==> config.mk <==
export PLATFORM = sky130hd
export DESIGN_NAME = store_buffer
export DESIGN_NICKNAME = d
export VERILOG_FILES = /design/src/rtl/store_buffer.sv
export SDC_FILE = /design/constraint.sdc
export NUM_CORES = 1
export LEC_CHECK = 0
export CELL_PAD_IN_SITES_DETAIL_PLACEMENT = 1
export CELL_PAD_IN_SITES_GLOBAL_PLACEMENT = 1
export CORE_MARGIN = 5
export CORE_UTILIZATION = 36
export CTS_BUF_LIST = sky130_fd_sc_hd__clkbuf_2
export DETAILED_ROUTE_END_ITERATION = 8
export GPL_TIMING_DRIVEN = 0
export PLACE_DENSITY = 0.67
export SYNTH_ARGS = -nofsm -noshare
export SYNTH_HDL_FRONTEND = slang
export SYNTH_SLANG_ARGS = --single-unit
export TNS_END_PERCENT = 1
==> constraint.sdc <==
create_clock -name clk_i -period 7.66 [get_ports clk_i]
set_input_delay 1.532 -clock clk_i [delete_from_list [all_inputs] [get_ports clk_i]]
set_output_delay 1.532 -clock clk_i [all_outputs]
set_load 0.02 [all_outputs]
==> src/rtl/store_buffer.sv <==
// Store buffer: in-order circular queue of resolved stores. Entries are
// allocated at the tail, marked committed in order by the ROB, drained to
// memory from the head, and uncommitted entries are discarded on a flush.
// Loads may forward data from the youngest buffered store to the same address.
module store_buffer #(
    parameter int SB_ENTRY    = 8,
    parameter int WORD_SIZE_P = 16
) (
    input  logic                   clk_i,
    input  logic                   reset_n_i,
    input  logic                   exe_sb_valid_i,
    input  logic [WORD_SIZE_P-1:0] exe_sb_addr_i,
    input  logic [WORD_SIZE_P-1:0] exe_sb_data_i,
    output logic                   sb_exe_ready_o,
    input  logic                   rob_sb_valid_i,
    input  logic                   rob_mispredict_i,
    output logic                   sb_mem_valid_o,
    output logic [WORD_SIZE_P-1:0] sb_mem_addr_o,
    output logic [WORD_SIZE_P-1:0] sb_mem_data_o,
    input  logic                   mem_sb_ready_i,
    input  logic [WORD_SIZE_P-1:0] ld_addr_i,
    output logic                   sb_ld_hit_o,
    output logic [WORD_SIZE_P-1:0] sb_ld_data_o,
    output logic                   sb_empty_o
);

    localparam int PW = $clog2(SB_ENTRY);
    localparam int CW = PW + 1;

    logic [SB_ENTRY-1:0]    valid_q, valid_d;
    logic [SB_ENTRY-1:0]    cmtd_q, cmtd_d;
    logic [WORD_SIZE_P-1:0] addr_q [SB_ENTRY];
    logic [WORD_SIZE_P-1:0] addr_d [SB_ENTRY];
    logic [WORD_SIZE_P-1:0] data_q [SB_ENTRY];
    logic [WORD_SIZE_P-1:0] data_d [SB_ENTRY];
    logic [PW-1:0]          head_q, head_d;
    logic [PW-1:0]          cmt_q, cmt_d;
    logic [PW-1:0]          tail_q, tail_d;
    logic [CW-1:0]          count_q, count_d;

    logic                   alloc_s;
    logic                   commit_s;
    logic                   drain_s;
    logic                   hit_s;
    logic [WORD_SIZE_P-1:0] fwd_data_s;
    logic [PW-1:0]          fwd_idx_s;

    // Number of set bits in an entry mask.
    function automatic logic [CW-1:0] popcount(input logic [SB_ENTRY-1:0] v);
        logic [CW-1:0] n;
        n = '0;
        for (int i = 0; i < SB_ENTRY; i++) begin
            n = n + CW'(v[i]);
        end
        return n;
    endfunction

    // Ready depends only on registered occupancy and the flush request.
    assign sb_exe_ready_o = (count_q != CW'(SB_ENTRY)) & ~rob_mispredict_i;
    assign sb_mem_valid_o = valid_q[head_q] & cmtd_q[head_q];
    assign sb_mem_addr_o  = addr_q[head_q];
    assign sb_mem_data_o  = data_q[head_q];
    assign sb_empty_o     = (count_q == CW'(0));
    assign sb_ld_hit_o    = hit_s;
    assign sb_ld_data_o   = fwd_data_s;

    // The oldest uncommitted entry, if any, always sits at the commit pointer.
    assign alloc_s  = exe_sb_valid_i & sb_exe_ready_o;
    assign commit_s = rob_sb_valid_i & valid_q[cmt_q] & ~cmtd_q[cmt_q];
    assign drain_s  = sb_mem_valid_o & mem_sb_ready_i;

    // Next-state for entries, pointers and occupancy.
    always_comb begin
        valid_d = valid_q;
        cmtd_d  = cmtd_q;
        addr_d  = addr_q;
        data_d  = data_q;
        head_d  = head_q;
        cmt_d   = cmt_q;
        tail_d  = tail_q;
        count_d = count_q;

        if (alloc_s) begin
            valid_d[tail_q] = 1'b1;
            cmtd_d[tail_q]  = 1'b0;
            addr_d[tail_q]  = exe_sb_addr_i;
            data_d[tail_q]  = exe_sb_data_i;
            tail_d          = tail_q + PW'(1);
        end else begin
            tail_d = tail_q;
        end

        if (commit_s) begin
            cmtd_d[cmt_q] = 1'b1;
            cmt_d         = cmt_q + PW'(1);
        end else begin
            cmt_d = cmt_q;
        end

        if (drain_s) begin
            valid_d[head_q] = 1'b0;
            cmtd_d[head_q]  = 1'b0;
            head_d          = head_q + PW'(1);
        end else begin
            head_d = head_q;
        end

        // A flush keeps only committed entries (including one committed this
        // cycle); alloc is already blocked because ready is low.
        if (rob_mispredict_i) begin
            valid_d = valid_d & cmtd_d;
            tail_d  = cmt_d;
            count_d = popcount(valid_d);
        end else begin
            count_d = count_q + CW'(alloc_s) - CW'(drain_s);
        end
    end

    // Load forwarding: scan oldest to youngest so the youngest match wins.
    always_comb begin
        hit_s      = 1'b0;
        fwd_data_s = '0;
        fwd_idx_s  = '0;
        for (int i = 0; i < SB_ENTRY; i++) begin
            fwd_idx_s = head_q + PW'(i);
            if (valid_q[fwd_idx_s] && (addr_q[fwd_idx_s] == ld_addr_i)) begin
                hit_s      = 1'b1;
                fwd_data_s = data_q[fwd_idx_s];
            end else begin
                hit_s      = hit_s;
                fwd_data_s = fwd_data_s;
            end
        end
    end

    // State registers; reset discards every entry, committed or not.
    always_ff @(posedge clk_i or negedge reset_n_i) begin
        if (!reset_n_i) begin
            valid_q <= '0;
            cmtd_q  <= '0;
            head_q  <= '0;
            cmt_q   <= '0;
            tail_q  <= '0;
            count_q <= '0;
            for (int i = 0; i < SB_ENTRY; i++) begin
                addr_q[i] <= '0;
                data_q[i] <= '0;
            end
        end else begin
            valid_q <= valid_d;
            cmtd_q  <= cmtd_d;
            head_q  <= head_d;
            cmt_q   <= cmt_d;
            tail_q  <= tail_d;
            count_q <= count_d;
            addr_q  <= addr_d;
            data_q  <= data_d;
        end
    end

endmodule

==> results by group <==
Outcome
  • Outcome: finished, violations left
  • Failing checks: negative setup slack

GRT
  • Initial antenna violation count: 2
  • First-pass GRT wire length: 196000 um
  • Largest net degree at the start of global routing: 114
  • Vias in the first global route: 26000
  • Overflow after GRT: 0
  • Overall Global Routing Usage: 34.6%

Place
  • Placed Cells: roughly 3600
  • PortBufs: 95
  • Placement Cell Area: 28600 um^2
  • DP Wirelength: 101000 um
  • GPL Wtd Cong: 1.03
  • Pre-CTS setup slack: -4940 ps

Clock tree
  • Clock root cell: clkbuf_2
  • Inserted Clock Buffers: 82
  • Clock sinks: 285
  • Clk buf depth: 3
  • Clock Latency Late Sink: 1160 ps
  • Hold-fix buffers, CTS: 0
  • Clock slew at reported path FFs: 130 ps
  • Htree depth: 3
  • CTS tree: done

Yosys
  • Synth cell types: 67
  • Mapped Nets: 2575
  • Post-synthesis sequential area ratio: 27.2%
  • Post-Synthesis Cells: 2499
  • Number of synthesized flops with an enable pin: 0
  • Synthesized area per cell: 10.5 um^2
  • Synthesized cell area: between 20000 and 30000 um^2
  • Seq cells post-synth: 285
  • Synth async-reset ratio: 100%
  • Synth warn: 0
  • Top_reg_cell synth: dfrtp_1

Floorplan
  • CORE AREA: 72600 um^2
  • Die Footprint: 78400 um^2
  • I/O Pins: 106
  • Starting density of the core: 36.2%
  • Die H: 280 um
  • Core Rows: 99
  • Die width: 280 um

Timing
  • Final hold vios: 0
  • Slew Limit Fails: 0
  • Final period util: 103%
  • Layout Skew: 129 ps
  • Worst slew margin: 7.53%
  • Worst Setup Slack, final: -235 ps
  • Fin crit period: 7890 ps
  • Worst-Margin Slew: 1390 ps
  • Finish-stage setup viols: 17
  • Fmax: 0.127 GHz
  • RSZ-0062 raised after global routing: true
  • Final Hold Slack: around 330 ps

Job
  • Total of max-cap violations: 0

Power and ir drop
  • PwrDens: 589 nW/um^2
  • Peak VDD IR: between 0.15 and 0.2 mV
  • Leakage: about 0.013 uW

Drt
  • Avg Vias per Cell: 6.75
  • Initial DRT Pass Iterations: 8
  • Routed WL per cell: 36.8 um
  • Vias after detailed routing: 25400
  • Drt first-iter violations: between 3000 and 4000
  • Routed wire length: 139000 um
  • Drt drc: 0
  • DRT antenna net count: 0

Worst setup path
  • Crit Path Max Fanout: 10
  • CP Launch Type: flip-flop
  • Worst Path Arrival: 6360 ps
  • Critical path capture point type: primary output
  • Reg2Reg Launch Point: head_q[0]
  • Critical R2R Capture: count_q[2]
  • WP data required: about 6100 ps
  • Critical path class: flip-flop to primary output
  • Worst Setup SP: head_q[0]
  • Reg2reg setup slack: 500 ps
  • FF-to-FF path depth: 26

Layout
  • Layout cells sized above 1: 33.5%
  • Final instance area: between 30000 and 40000 um^2
  • Non-Filler Instances: 3759
  • Area delta synth->final: 19.0%
  • Final nets: 2827

Hold path
  • Hold Path Class: primary input to async pin
==> cells by family (layout without fill, tap and decap cells) <==
logic type / count (synthesis) / in the layout / share of synthesized area [%]
buffers and inverters: 261 / 561 / 4.47
muxes: 705 / 705 / 41.0
other: 0 / 1 / 0
DFF: 285 / 285 / 27.2
xor gates and xnor gates: 153 / 153 / 5.11
AOI/OAI and AO/OA: 285 / 285 / 7.85
adders and majority gates: 22 / 22 / 1.19
and+or+nand+nor: 788 / 788 / 13.2
==> report_power, final <==
group          total [uW]  switching [uW]  leakage (uW)  internal [uW]
logic               13700            7800       0.00911           5940
clock network        1150             739      0.000518            407
registers            3500            1340       0.00361           2160
total               18400            9880        0.0132           8510
==> registers in the layout, indices dropped and copies added (netlist names) <==
signal,cells
head_q,3
tail_q,3
valid_q,8
count_q,4
cmt_q,3
addr_q,128
cmtd_q,8
data_q,128
==> per-stage QoR <==
stage,utilization [%],TNS [ps],total power [uW]
finish,43.0,-2750,18400
global route,43.0,-3640,19000
CTS,42.3,-8220,17700
detailed placement,39.3,-84070,15600
global placement,39.1,-2123040,15300
floorplan,-,0,10900
==> cell usage in the layout (no fill, tap or decap), types with 19 or more instances in the layout <==
cell type | Yosys | layout
clkdlybuf4s50_1 | 0 | 77
nor2_1 | 56 | 51
xnor2_1 | 82 | 73
inv_1 | 34 | 33
nor3_1 | 42 | 42
o21ai_0 | 36 | 26
buf_1 | 44 | 26
clkbuf_1 | 100 | 58
buf_6 | 9 | 39
a21oi_1 | 58 | 57
mux2i_1 | 226 | 224
xor2_1 | 71 | 66
nor3b_1 | 33 | 31
o22ai_1 | 23 | 23
buf_4 | 11 | 79
nand4_1 | 24 | 24
dfrtp_1 | 285 | 285
nand2_1 | 533 | 531
mux2_2 | 203 | 203
o21ai_1 | 10 | 19
buf_2 | 58 | 28
mux4_2 | 276 | 276
clkbuf_2 | 0 | 137
nand3_1 | 21 | 21
==> worst max path at each step <==
stage	slack [ps]	endpoint
floorplan	500	sb_ld_data_o[2]
global placement	-7230	data_q[84]
detailed placement	-4940	sb_ld_data_o[1]
CTS	-520	sb_ld_data_o[1]
global route	-270	sb_ld_data_o[0]
finish	-230	sb_ld_data_o[15]
==> final cells by class <==
type,instances,area (um^2)
Sequential cell,285,7130
Multi-Input combinational cell,1953,18700
Inverter,38,189
Timing Repair Buffer,175,1740
Fill cell,8080,41300
Buffer,216,1620
Antenna cell,1,2.50
Clock buffer,116,581
Clock inverter,16,90.1
Tap cell,959,1200
==> synthesized netlist by cell type, types with 34 or more instances <==
cell type / n / area share, %
nor2_1: 56 / 0.80
mux2i_1: 226 / 8.6
dfrtp_1: 285 / 27
buf_2: 58 / 1.1
clkbuf_1: 100 / 1.4
nor3_1: 42 / 0.80
buf_1: 44 / 0.63
xnor2_1: 82 / 2.7
a21oi_1: 58 / 1.1
inv_1: 34 / 0.49
nand2_1: 533 / 7.6
mux4_2: 276 / 24
o21ai_0: 36 / 0.69
mux2_2: 203 / 8.7
xor2_1: 71 / 2.4
==> repair_timing <==
| action | CTS | global route |
|---|---|---|
| endpoints found under the hold margin | 0 | 0 |
| gates resized for setup | 370 | 124 |
| buffers inserted | 43 | 28 |
| pin swaps | 27 | 30 |
| endpoints found under the setup margin | 43 | 32 |
| cloned | 1 | 0 |
==> critical path, stage by stage, from the launching register on <==
cell             delay, ps
dfrtp_1                400
buf_6                  120
buf_12                 140
buf_4                  130
buf_6                  210
buf_6                  290
buf_6                  270
and2_1                 150
buf_2                  360
clkdlybuf4s15_2        630
a221oi_2               230
xnor2_1                360
nand4_1                190
nor4_1                 300
and2_4                 350
clkbuf_4               320
a31oi_1                120
o21ai_1                140
a22o_1                 240
buf_6                  150
==> layer usage <==
metal / track usage (%) / share of wire [%] / vias to the layer above
met5: 0.183 / 0 / -
met4: 13.5 / 4.7 / 0
met3: 9.67 / 11 / 396
met2: 50.6 / 43 / 1795
met1: 48.8 / 42 / 13200
li1: - / - / 9939
(Power assumes the default switching activity.)
